### src/rtl/if_id_fifo.sv
// IF/ID decoupling buffer: small circular FIFO carrying (pc, inst) pairs from
// fetch to decode with valid/ready handshakes, full back-pressure and flush.
module if_id_fifo #(
  parameter int ADDR_W = 32,
  parameter int INST_W = 32,
  parameter int DEPTH  = 2,
  parameter int CNT_W  = 4
) (
  input  logic              clk,
  input  logic              rst,
  input  logic              if_valid,
  input  logic [ADDR_W-1:0] if_pc,
  input  logic [INST_W-1:0] if_inst,
  output logic              if_ready,
  output logic              id_valid,
  output logic [ADDR_W-1:0] id_pc,
  output logic [INST_W-1:0] id_inst,
  input  logic              id_ready,
  input  logic              flush,
  output logic [CNT_W-1:0]  occupancy
);

  localparam int PTR_W = (DEPTH > 2) ? $clog2(DEPTH) : 1;
  localparam logic [PTR_W-1:0] LAST_PTR = PTR_W'(DEPTH - 1);
  localparam logic [CNT_W-1:0] FULL_CNT = CNT_W'(DEPTH);

  logic [ADDR_W-1:0] pc_mem_q   [DEPTH];
  logic [INST_W-1:0] inst_mem_q [DEPTH];

  logic [PTR_W-1:0] wr_ptr_q, wr_ptr_d;
  logic [PTR_W-1:0] rd_ptr_q, rd_ptr_d;
  logic [CNT_W-1:0] count_q,  count_d;

  logic push, pop;

  // Explicit wrap so DEPTH need not be a power of two.
  function automatic logic [PTR_W-1:0] next_ptr(input logic [PTR_W-1:0] p);
    return (p == LAST_PTR) ? '0 : p + PTR_W'(1);
  endfunction

  // Handshake and head presentation come purely from registered state;
  // an empty buffer presents pc 0 / inst 0 (NOP) to decode.
  always_comb begin
    if_ready  = (count_q != FULL_CNT);
    id_valid  = (count_q != '0);
    id_pc     = id_valid ? pc_mem_q[rd_ptr_q]   : '0;
    id_inst   = id_valid ? inst_mem_q[rd_ptr_q] : '0;
    occupancy = count_q;
    push      = if_valid && if_ready;
    pop       = id_valid && id_ready;
  end

  // Next-state for pointers and count; flush wins over any push/pop.
  always_comb begin
    wr_ptr_d = wr_ptr_q;
    rd_ptr_d = rd_ptr_q;
    count_d  = count_q;
    if (flush) begin
      wr_ptr_d = '0;
      rd_ptr_d = '0;
      count_d  = '0;
    end else begin
      if (push) wr_ptr_d = next_ptr(wr_ptr_q);
      if (pop)  rd_ptr_d = next_ptr(rd_ptr_q);
      unique case ({push, pop})
        2'b10:   count_d = count_q + CNT_W'(1);
        2'b01:   count_d = count_q - CNT_W'(1);
        default: count_d = count_q;
      endcase
    end
  end

  // Control state register with synchronous reset.
  always_ff @(posedge clk) begin
    if (rst) begin
      wr_ptr_q <= '0;
      rd_ptr_q <= '0;
      count_q  <= '0;
    end else begin
      wr_ptr_q <= wr_ptr_d;
      rd_ptr_q <= rd_ptr_d;
      count_q  <= count_d;
    end
  end

  // Entry storage; contents are don't-care outside the valid window so no reset.
  always_ff @(posedge clk) begin
    if (push && !flush) begin
      pc_mem_q[wr_ptr_q]   <= if_pc;
      inst_mem_q[wr_ptr_q] <= if_inst;
    end
  end

  // Occupancy bound and pointer/count consistency (ignored by synthesis).
  always_ff @(posedge clk) begin
    if (!rst) begin
      assert (int'(count_q) <= DEPTH);
      if (int'(count_q) == DEPTH)
        assert (wr_ptr_q == rd_ptr_q);
      else
        assert (((int'(wr_ptr_q) - int'(rd_ptr_q) + DEPTH) % DEPTH) == int'(count_q));
    end
  end

endmodule

### config.mk
export PLATFORM = sky130hd
export DESIGN_NAME = if_id_fifo
export DESIGN_NICKNAME = d
export VERILOG_FILES = /design/src/rtl/if_id_fifo.sv
export SDC_FILE = /design/constraint.sdc
export NUM_CORES = 1
export LEC_CHECK = 0
export CORE_ASPECT_RATIO = 1.4
export CORE_MARGIN = 5
export CORE_UTILIZATION = 52
export DETAILED_ROUTE_END_ITERATION = 12
export GPL_TIMING_DRIVEN = 0
export PLACE_DENSITY = 0.86
export SLEW_MARGIN = 20
export SYNTH_ARGS = -nofsm -noshare
export SYNTH_HDL_FRONTEND = slang
export SYNTH_SLANG_ARGS = --single-unit
### constraint.sdc
create_clock -name clk -period 15.4 [get_ports clk]
set_input_delay 3.08 -clock clk [delete_from_list [all_inputs] [get_ports clk]]
set_output_delay 3.08 -clock clk [all_outputs]
set_load 0.05 [all_outputs]
==> out/results.tsv, run 1 <==
stage	metric	value	unit
power	total_power	0.957	mW
final_layout	layout_common_cells	clkdlybuf4s50_1, edfxtp_1, nor2_1	
place	port_buffers	138	
synth	syn_inst	317	
die	dieArea	0.0122	mm2
cts	clk_pin_slew	60	ps
global_route	grt_use_met3	0.0649	
die	io_pins	139	
final_layout	design_area	0.00754	mm2
worst_hold_path	hold_class	reg2reg	
route	dr.pass1.iters	5	
timing	fin_crit	5560	ps
global_route	grt_use_met2	0.313	
timing	finalSetupTns	0	ps
final_layout	drive_gt1_frac	0.137	
global_route	busiest_layer	met2	
timing	slew_headroom	0.592	
timing	fmax	180	MHz
global_route	grt_pass1_wl	15900	um
timing	holdWs	528	ps
final_layout	antennaDiodeCount	0	
worst_hold_path	min_from	occupancy[3]	
place	place_area	0.00694	mm2
final_layout	final_common_cell	clkdlybuf4s50_1	
setup_path	r2r_end	occupancy[2]	
die	rows	43	
cts	htreeDepth	4	
place	hpwl	7650	um
timing	slew_viol_final	0	
route	via_per_inst	4.92	
timing	finalWorstSetupSlack	9840	ps
power	leakage	2.54	nW
global_route	grt_util_met1	0.192	
cts	numCtsBuffers	17	
global_route	antenna_found_initial	0	
worst_hold_path	hold_end	occupancy[3]	
synth	synthDistinctLibCells	30	
cts	post_cts_buffers	0	
synth	synthesis.nets	389	
final_layout	syn2layout_area_growth	43.9	%
cts	cts_resized	0	
worst_hold_path	hold_depth	2	
setup_path	startpoint	occupancy[1]	
global_route	grt_overflow	0	
timing	finalSetupViolCount	0	
synth	ys_seq_area_frac	0.761	
setup_path	rrSetupSlack	12940	ps
setup_path	critical_path_peak_fanout	10	
route	drc_errors	0	
setup_path	crit_path_start_kind	flip-flop	
route	antenna_left	0	
synth	ys_ff_latch	135	
route	vias	3137	
final_layout	post-route-util	0.761	
cts	postCtsHoldBufs	0	
die	initial_core_util	0.529	
synth	avgSynthCellArea	16.5	um2
timing	finalHoldViolations	0	
setup_path	reg2regPathDepth	10	
final_layout	final_nets	562	
place	gp_congestion	0.773	
setup_path	critPathKind	reg2out	
die	chipHeight	129	um
place	place_ws	10060	ps
cts	cts_sinks	135	
route	wl_per_cell	16.4	um
timing	rsz0062_at_grt	no	
global_route	grtUsageTotal	0.176	
cts	cts_tree	yes	
die	core-area	0.00990	mm2
cts	clock_latency	400	ps
setup_path	cp.required	12320	ps
setup_path	r2r_start	occupancy[1]	
synth	ys_warn_count	0	
cts	cts_buffer_depth	2	
route	drt_iter0_drc	109	
synth	syn-cell-area	0.00524	mm2
place	dpl.cell_count	606	
die	dieWidth	94.8	um
outcome	status	completed	
power	p_per_area	127	mW/mm2
setup_path	end_kind	output pin	
final_layout	stdcell_count	638	
power	peakVddDrop	0.000119	V
job	drv_cap	0	
timing	fin_skew	6.71	ps
global_route	grt_pass1_vias	3315	
global_route	grt_max_degree	17	
timing	fin_crit_sh	0.361	
route	drt-total-wl	10500	um
cts	cts_root_buf	clkbuf_16	
setup_path	arrival	2480	ps
timing	worst_slew_pin_slew	609	ps
-- synth_stat cells, drive strengths merged --
cell type	count	area, um2
xor2	4	42.6
nand2	2	15.0
nor3b	1	7.51
or2	1	6.26
a211o	1	8.76
inv	1	3.75
nor3	1	5.00
nor2b	1	6.26
nor4b	1	8.76
nor2	71	267
xnor2	1	8.76
a21oi	2	10.0
or3	1	6.26
nand3	1	5.00
ha	3	37.5
clkbuf	2	7.51
dfxtp	7	140
and2	1	6.26
or4b	1	13.8
o21ai	3	15.0
nor4bb	1	10.0
nor4	1	12.5
nand4	1	6.26
buf	15	92.6
edfxtp	128	3840
mux2i	65	651
-- power breakdown --
part | switching [mW] | internal, mW
Clock | 0.147 | 0.256
Combinational | 0.0828 | 0.0526
Sequential | 0.00336 | 0.415
-- layout make-up --
class,instances,area (um2)
buffer,17,100
clock buffer,18,429
clock inverter,14,173
fill,638,2360
inverter,1,3.75
multi-input combinational,164,1160
sequential,135,3980
tap,135,169
timing repair buffer,154,1520
-- kinds of logic after synthesis --
logic type	Yosys count	share of synthesized area
buffers and inverters	18	0.0198
xor gates and xnor gates	5	0.00980
AOI/OAI and AO/OA	6	0.00645
muxes	65	0.124
and+or+nand+nor	85	0.0717
DFF	135	0.761
adders and majority gates	3	0.00717
-- how the worst max path moves through the flow --
| stage | slack, ps | cells after the start | to |
|---|---|---|---|
| floorplan | 7000 | 2 | inst_mem_q[1][0] |
| global placement | 4070 | 3 | pc_mem_q[1][7] |
| detailed placement | 10060 | 7 | pc_mem_q[1][26] |
| CTS | 9780 | 6 | id_pc[15] |
| global route | 9680 | 6 | id_inst[4] |
| finish | 9840 | 6 | id_pc[15] |
-- critical path, stage by stage, from the launching register on --
cell and delay [ps]:
dfxtp_1 310, buf_4 160, nor4_2 280, buf_2 320
buf_4 220, nor2_1 70, clkdlybuf4s50_1 720
-- per-layer routing --
layer  up-vias  routed length, um  share of wire
li1       1517                  -              -
met1      1498               4000           0.38
met2       103               5680           0.54
met3        19                646          0.062
met4         0                142          0.014
met5         -                  0              0
-- flip-flops by register name, indices dropped and copies added (netlist names), named ones only --
name / count
pc_mem_q: 64
inst_mem_q: 64
wr_ptr_q: 1
occupancy: 4
rd_ptr_q: 1
Power figures use the tool's default switching activity.
==> inputs of run 2 (changes only) <==
--- a/config.mk
+++ b/config.mk
@@ -7,10 +7,10 @@
 export LEC_CHECK = 0
 export CORE_ASPECT_RATIO = 1.4
 export CORE_MARGIN = 5
-export CORE_UTILIZATION = 52
+export CORE_UTILIZATION = 44
 export DETAILED_ROUTE_END_ITERATION = 12
 export GPL_TIMING_DRIVEN = 0
-export PLACE_DENSITY = 0.86
+export PLACE_DENSITY = 0.77
 export SLEW_MARGIN = 20
 export SYNTH_ARGS = -nofsm -noshare
 export SYNTH_HDL_FRONTEND = slang
==> constraint.sdc (replaced) <==
create_clock -name clk -period 5.1 [get_ports clk]
set_input_delay 1.02 -clock clk [delete_from_list [all_inputs] [get_ports clk]]
set_output_delay 1.02 -clock clk [all_outputs]
set_load 0.05 [all_outputs]
==> run 2 against run 1 <==
Sequential power grew to 3.0 times the previous value; clock skew is 1.1 ps higher; routed wire length is 4.0% higher; register-to-register slack worse by 10000 ps; critical path depth stayed put; hold slack got worse by 4.5 ps; count of clock-buffer cells in the layout is 1 higher; core utilization down 12 points; final cell count grew 0.63%; setup slack got worse by 8200 ps; sequential share of layout area rose by 0.088 points; via count about the same; critical endpoint is now id_inst[4].
==> out/results.tsv, run 2 (synthesis results as in run 1) <==
stage	metric	value	unit	change
outcome	status	completed		
route	antenna_left	0		unchanged
timing	fmax	286	MHz	
timing	fin_skew	7.85	ps	+1.14 ps
timing	holdWs	524	ps	-4.46 ps
cts	cts_sinks	135		unchanged
timing	worst_slew_pin_slew	586	ps	-22.6 ps
timing	rsz0062_at_grt	no		
cts	cts_tree	yes		
cts	clock_latency	400	ps	about the same
worst_hold_path	hold_class	reg2reg		
setup_path	cpLargestDelayFamily	buffers and inverters		
power	p_clk_frac	0.416		-0.005
power	p_seq_frac	0.441		+0.004
place	port_buffers	138		unchanged
final_layout	drive_gt1_frac	0.121		-0.0160
timing	finalSetupTns	0	ps	unchanged
place	hpwl	7840	um	+2.5%
final_layout	multiInputGateArea	0.00117	mm2	+1.1%
cts	cts_root_buf	clkbuf_16		
setup_path	startpoint	occupancy[1]		
die	dieArea	0.0142	mm2	+16%
route	vias	3135		-0.064%
final_layout	syn2layout_area_growth	43.7	%	
power	leakage	2.50	nW	-1.5%
worst_hold_path	hold_depth	2		unchanged
timing	finalSetupViolCount	0		unchanged
setup_path	cp.required	4080	ps	-8240 ps
timing	slew_viol_final	0		unchanged
global_route	grt_pass1_vias	3392		+2.3%
final_layout	post-route-util	0.640		-0.122
setup_path	arrival	2480	ps	about the same
cts	cts_buffer_depth	2		unchanged
setup_path	cp-endpoint	id_inst[4]		
route	drc_errors	0		unchanged
global_route	grt_overflow	0		unchanged
setup_path	slowest_delay	710	ps	about the same
final_layout	layout.area.seq	0.00398	mm2	unchanged
die	core-area	0.0118	mm2	+19%
global_route	grt_max_degree	17		unchanged
cts	postCtsHoldBufs	0		unchanged
setup_path	critPathKind	reg2out		
route	drt_iter0_drc	100		-8.3%
power	p_per_area	381	mW/mm2	+200%
power	switching_share	0.240		-0.00409
setup_path	r2r_end	occupancy[3]		
route	wl_per_cell	17.0	um	+3.4%
power	total_power	2.86	mW	+200%
timing	finalHoldViolations	0		unchanged
setup_path	reg2regPathDepth	9		-1
setup_path	worst_path_max_delay_cell	clkdlybuf4s50_1		
final_layout	final_nets	554		-1.4%
final_layout	fill_cells	891		+40%
setup_path	crit_chain	buf_4, nor4_2, buf_2, buf_4, nor2_1, clkdlybuf4s50_1		
die	initial_core_util	0.445		-0.0837
die	dieWidth	102	um	+7.8%
setup_path	critical_path_peak_fanout	10		unchanged
cts	post_cts_buffers	0		unchanged
global_route	antenna_found_initial	0		unchanged
die	chipHeight	139	um	+8.0%
die	rows	47		+9.3%
cts	htreeDepth	4		unchanged
route	via_per_inst	4.88		-0.69%
final_layout	antennaDiodeCount	0		unchanged
power	power_frac_comb	0.143		+0.002
setup_path	cpMostUsedCell	buf_4		
cts	numCtsBuffers	17		unchanged
timing	fin_crit	3500	ps	
power	peakVddDrop	0.000228	V	+91%
power	p_int	2.18	mW	+200%
setup_path	worst-path-stages	6		unchanged
global_route	grt_pass1_wl	17100	um	+7.1%
global_route	grtUsageTotal	0.158		-0.0178
setup_path	crit_path_start_kind	flip-flop		
route	drt-total-wl	10900	um	+4.0%
route	dr.pass1.iters	4		-1
setup_path	end_kind	output pin		
timing	fin_crit_sh	0.685		
cts	cts_resized	0		unchanged
setup_path	path_buf_inv	4		unchanged
cts	clk_pin_slew	60	ps	about the same
die	io_pins	139		unchanged
place	gp_congestion	0.731		-5.4%
power	p_switching	0.687	mW	+190%
final_layout	final_common_cell	clkdlybuf4s50_1		
job	drv_cap	0		unchanged
final_layout	layout_common_cells	clkdlybuf4s50_1, edfxtp_1, nor2_1		
timing	slew_headroom	0.608		+0.0155
setup_path	r2r_start	occupancy[1]		
setup_path	rrSetupSlack	2570	ps	-10370 ps
## run 2: cell count changes in the layout (fill, tap and decap cells not counted)
| cell | previous run | this run |
|---|---|---|
| clkinv_2 | 2 | 4 |
| clkinv_4 | 3 | 2 |
| nor3b_4 | 0 | 1 |
| nor3b_2 | 1 | 0 |
| nor3_4 | 0 | 1 |
| buf_4 | 18 | 7 |
| clkbuf_1 | 3 | 4 |
| inv_6 | 4 | 1 |
| clkinvlp_4 | 1 | 2 |
| buf_6 | 5 | 2 |
| buf_8 | 0 | 6 |
| nor3_2 | 1 | 0 |
## run 2: cell type report
class / count / share of cell area
plain buffers: 17 / 0.0133
clock buffers: 19 / 0.0575
clock inverters: 13 / 0.0206
inverters: 1 / 0.000499
multi-input cells: 164 / 0.156
flip-flops and latches: 135 / 0.529
well taps: 147 / 0.0244
repair buffers: 146 / 0.199
## run 2: through the flow
step                      instance area [um2]  setup slack, ps  cells
after floorplan                          5250              930    317
after global placement                   6810             -833    602
after detailed placement                 6940             1980    610
after CTS                                7520             1540    642
after global routing                     7520             1440    642
final                                    7520             1600    642
## run 2: how the worst min path moves through the flow
| stage | endpoint | from | slack, ps |
|---|---|---|---|
| after global placement | rd_ptr_q | rd_ptr_q | 490 |
| after CTS | flip-flop | rd_ptr_q | 530 |
| after floorplan | flip-flop | rd_ptr_q | 480 |
| final | flip-flop | rd_ptr_q | 520 |
| after detailed placement | flip-flop | rd_ptr_q | 510 |
| after global routing | flip-flop | rd_ptr_q | 550 |
## run 2: power groups by stage
stage	Combinational, mW	Clock, mW	Sequential [mW]
final	0.409	1.19	1.26
after global routing	0.432	1.26	1.27
after CTS	0.414	1.22	1.26
after detailed placement	0.413	0	1.29
after global placement	0.396	0	1.29
after floorplan	0.234	0	1.29
## run 2: tightest hold or removal path, stage by stage (launching register included)
cell and delay, ps:
dfxtp_1 320, xnor2_1 90, nor2_1 80
## run 2: per-layer routing
metal / GRT usage / up-vias / share of wire
met5: 0 / - / 0
met4: 0.0643 / 0 / 0.019
met3: 0.0518 / 17 / 0.062
met2: 0.281 / 104 / 0.55
met1: 0.168 / 1507 / 0.37
li1: - / 1507 / -
==> inputs of run 3 (changes only) <==
==> constraint.sdc (replaced) <==
create_clock -name clk -period 3.1 [get_ports clk]
set_input_delay 0.62 -clock clk [delete_from_list [all_inputs] [get_ports clk]]
set_output_delay 0.62 -clock clk [all_outputs]
set_load 0.05 [all_outputs]
==> run 3 against run 2 <==
Largest cell class unchanged; critical path type unchanged; first-iteration DRC count fell by 13%; cell area fell by 0.52%; largest power group unchanged; critical endpoint is now id_pc[1]; die area did not move.
==> out/results.tsv, run 3 (synthesis results as in run 1) <==
stage	metric	value	unit	change
cts	numCtsBuffers	17		unchanged
route	wl_met2	5950	um	-1.2%
final_layout	final_common_cell	edfxtp_1		
power	p_switching	1.11	mW	+61%
power	power_frac_comb	0.137		-0.006
route	dr_wl_met3	645	um	-5.1%
place	place_area	0.00699	mm2	+0.76%
route	antenna_left	0		unchanged
power	peakVddDrop	0.000341	V	+50%
final_layout	stdcell_count	642		unchanged
place	place_ws	287	ps	-1700 ps
route	drt_iter0_drc	87		-13%
setup_path	arrival	2300	ps	-180 ps
cts	cts_sinks	135		unchanged
cts	cts_tree	yes		
timing	finalSetupViolCount	0		unchanged
die	io_pins	139		unchanged
global_route	grt_overflow	0		unchanged
final_layout	final_nets	554		unchanged
route	vias	3163		+0.89%
job	drv_cap	0		unchanged
cts	cts_resized	60		+60
global_route	grt_pass1_vias	3448		+1.7%
die	dieArea	0.0142	mm2	unchanged
worst_hold_path	hold_class	reg2reg		
cts	clock_latency	400	ps	about the same
setup_path	crit_path_start_kind	flip-flop		
setup_path	r2r_start	occupancy[1]		
final_layout	design_area	0.00749	mm2	-0.52%
setup_path	crit_chain	buf_6, nor4_2, buf_2, nor2_1, clkdlybuf4s50_1		
setup_path	worst_path_max_delay_cell	clkdlybuf4s50_1		
route	top_layer_used	met4		
die	core-area	0.0118	mm2	unchanged
die	dieWidth	102	um	unchanged
outcome	status	completed		
timing	worst_slew_pin_slew	906	ps	+320 ps
route	dr.pass1.iters	4		unchanged
setup_path	cp-endpoint	id_pc[1]		
timing	fin_crit	2920	ps	
cts	clk_pin_slew	60	ps	about the same
final_layout	syn2layout_area_growth	43.0	%	
route	drc_errors	0		unchanged
cts	post_cts_buffers	0		unchanged
setup_path	end_kind	output pin		
place	port_buffers	138		unchanged
power	switching_share	0.239		-0.00130
timing	finalSetupTns	0	ps	unchanged
global_route	antenna_found_initial	0		unchanged
place	dpl.cell_count	610		unchanged
timing	finalWorstSetupSlack	175	ps	-1430 ps
timing	fin_crit_sh	0.943		
final_layout	fill_cells	885		-0.67%
setup_path	critPathKind	reg2out		
route	drt-total-wl	10800	um	-0.53%
die	chipHeight	139	um	unchanged
power	p_clk_frac	0.416		about the same
route	wl_per_cell	16.9	um	-0.53%
final_layout	drive_gt1_frac	0.121		unchanged
setup_path	r2r_end	occupancy[2]		
final_layout	layout_common_cells	edfxtp_1, clkdlybuf4s50_1, nor2_1		
setup_path	startpoint	occupancy[1]		
power	total_power	4.65	mW	+62%
global_route	grt_pass1_wl	17000	um	-0.28%
place	hpwl	7770	um	-0.93%
setup_path	slowest_delay	730	ps	+20 ps
die	rows	47		unchanged
timing	rsz0062_at_grt	no		
timing	fin_skew	9.09	ps	+1.25 ps
cts	postCtsHoldBufs	0		unchanged
timing	fmax	342	MHz	
setup_path	critical_path_peak_fanout	10		unchanged
setup_path	reg2regPathDepth	10		+1
timing	slew_headroom	0.395		-0.213
power	leakage	2.77	nW	+11%
power	p_per_area	621	mW/mm2	+63%
cts	cts_buffer_depth	2		unchanged
setup_path	rrSetupSlack	700	ps	-1870 ps
cts	cts_root_buf	clkbuf_16		
place	gp_congestion	0.759		+3.9%
global_route	grtUsageTotal	0.157		-0.000642
route	via_per_inst	4.93		+0.89%
timing	finalHoldViolations	0		unchanged
cts	htreeDepth	4		unchanged
route	m1WireLength	3930	um	-1.3%
final_layout	antennaDiodeCount	0		unchanged
power	p_int	3.54	mW	+62%
global_route	grt_max_degree	17		unchanged
power	p_seq_frac	0.448		+0.007
setup_path	cp.required	2480	ps	-1600 ps
die	initial_core_util	0.445		unchanged
timing	slew_viol_final	0		unchanged
## run 3: power groups by stage
stage	clock, mW	sequential (mW)	combinational [mW]
floorplan	0	2.12	0.386
global placement	0	2.12	0.656
detailed placement	0	2.12	0.684
CTS	1.98	2.08	0.645
global route	2.06	2.08	0.674
finish	1.93	2.08	0.635
## run 3: worst min path at each step
stage,start,endpoint,slack [ps],cells past startpoint
2_1_floorplan,rd_ptr_q,flip-flop,480,2
3_3_place_gp,occupancy[3],occupancy[3],480,2
3_5_place_dp,occupancy[3],occupancy[3],490,2
4_1_cts,occupancy[3],occupancy[3],500,2
5_1_grt,occupancy[3],occupancy[3],560,2
6_report,occupancy[3],occupancy[3],510,2
## run 3: layer usage
layer | up-vias | track usage
met5 | - | 0
met4 | 0 | 0.0670
met3 | 28 | 0.0473
met2 | 111 | 0.281
met1 | 1520 | 0.168
li1 | 1504 | -
## run 3: metrics by stage
step           utilization  hold WS, ps
2_1_floorplan            -          481
3_3_place_gp         0.581          479
3_5_place_dp         0.594          491
4_1_cts              0.636          503
5_1_grt              0.636          560
6_report             0.636          508
## run 3: critical path: cells and delay by family (launching register included)
kind | cells | cell delay, ps
buffers and inverters | 3 | 1190
flip-flops | 1 | 340
AND/OR/NAND/NOR | 2 | 370
## run 3: cell type report
| class | instances | area [um2] | area share |
|---|---|---|---|
| clock buffers | 21 | 440 | 0.0588 |
| inverters | 1 | 3.75 | 0.000501 |
| well taps | 147 | 184 | 0.0246 |
| clock inverters | 11 | 131 | 0.0175 |
| multi-input cells | 164 | 1170 | 0.156 |
| repair buffers | 146 | 1460 | 0.195 |
| plain buffers | 17 | 104 | 0.0139 |
| flip-flops and latches | 135 | 3990 | 0.533 |
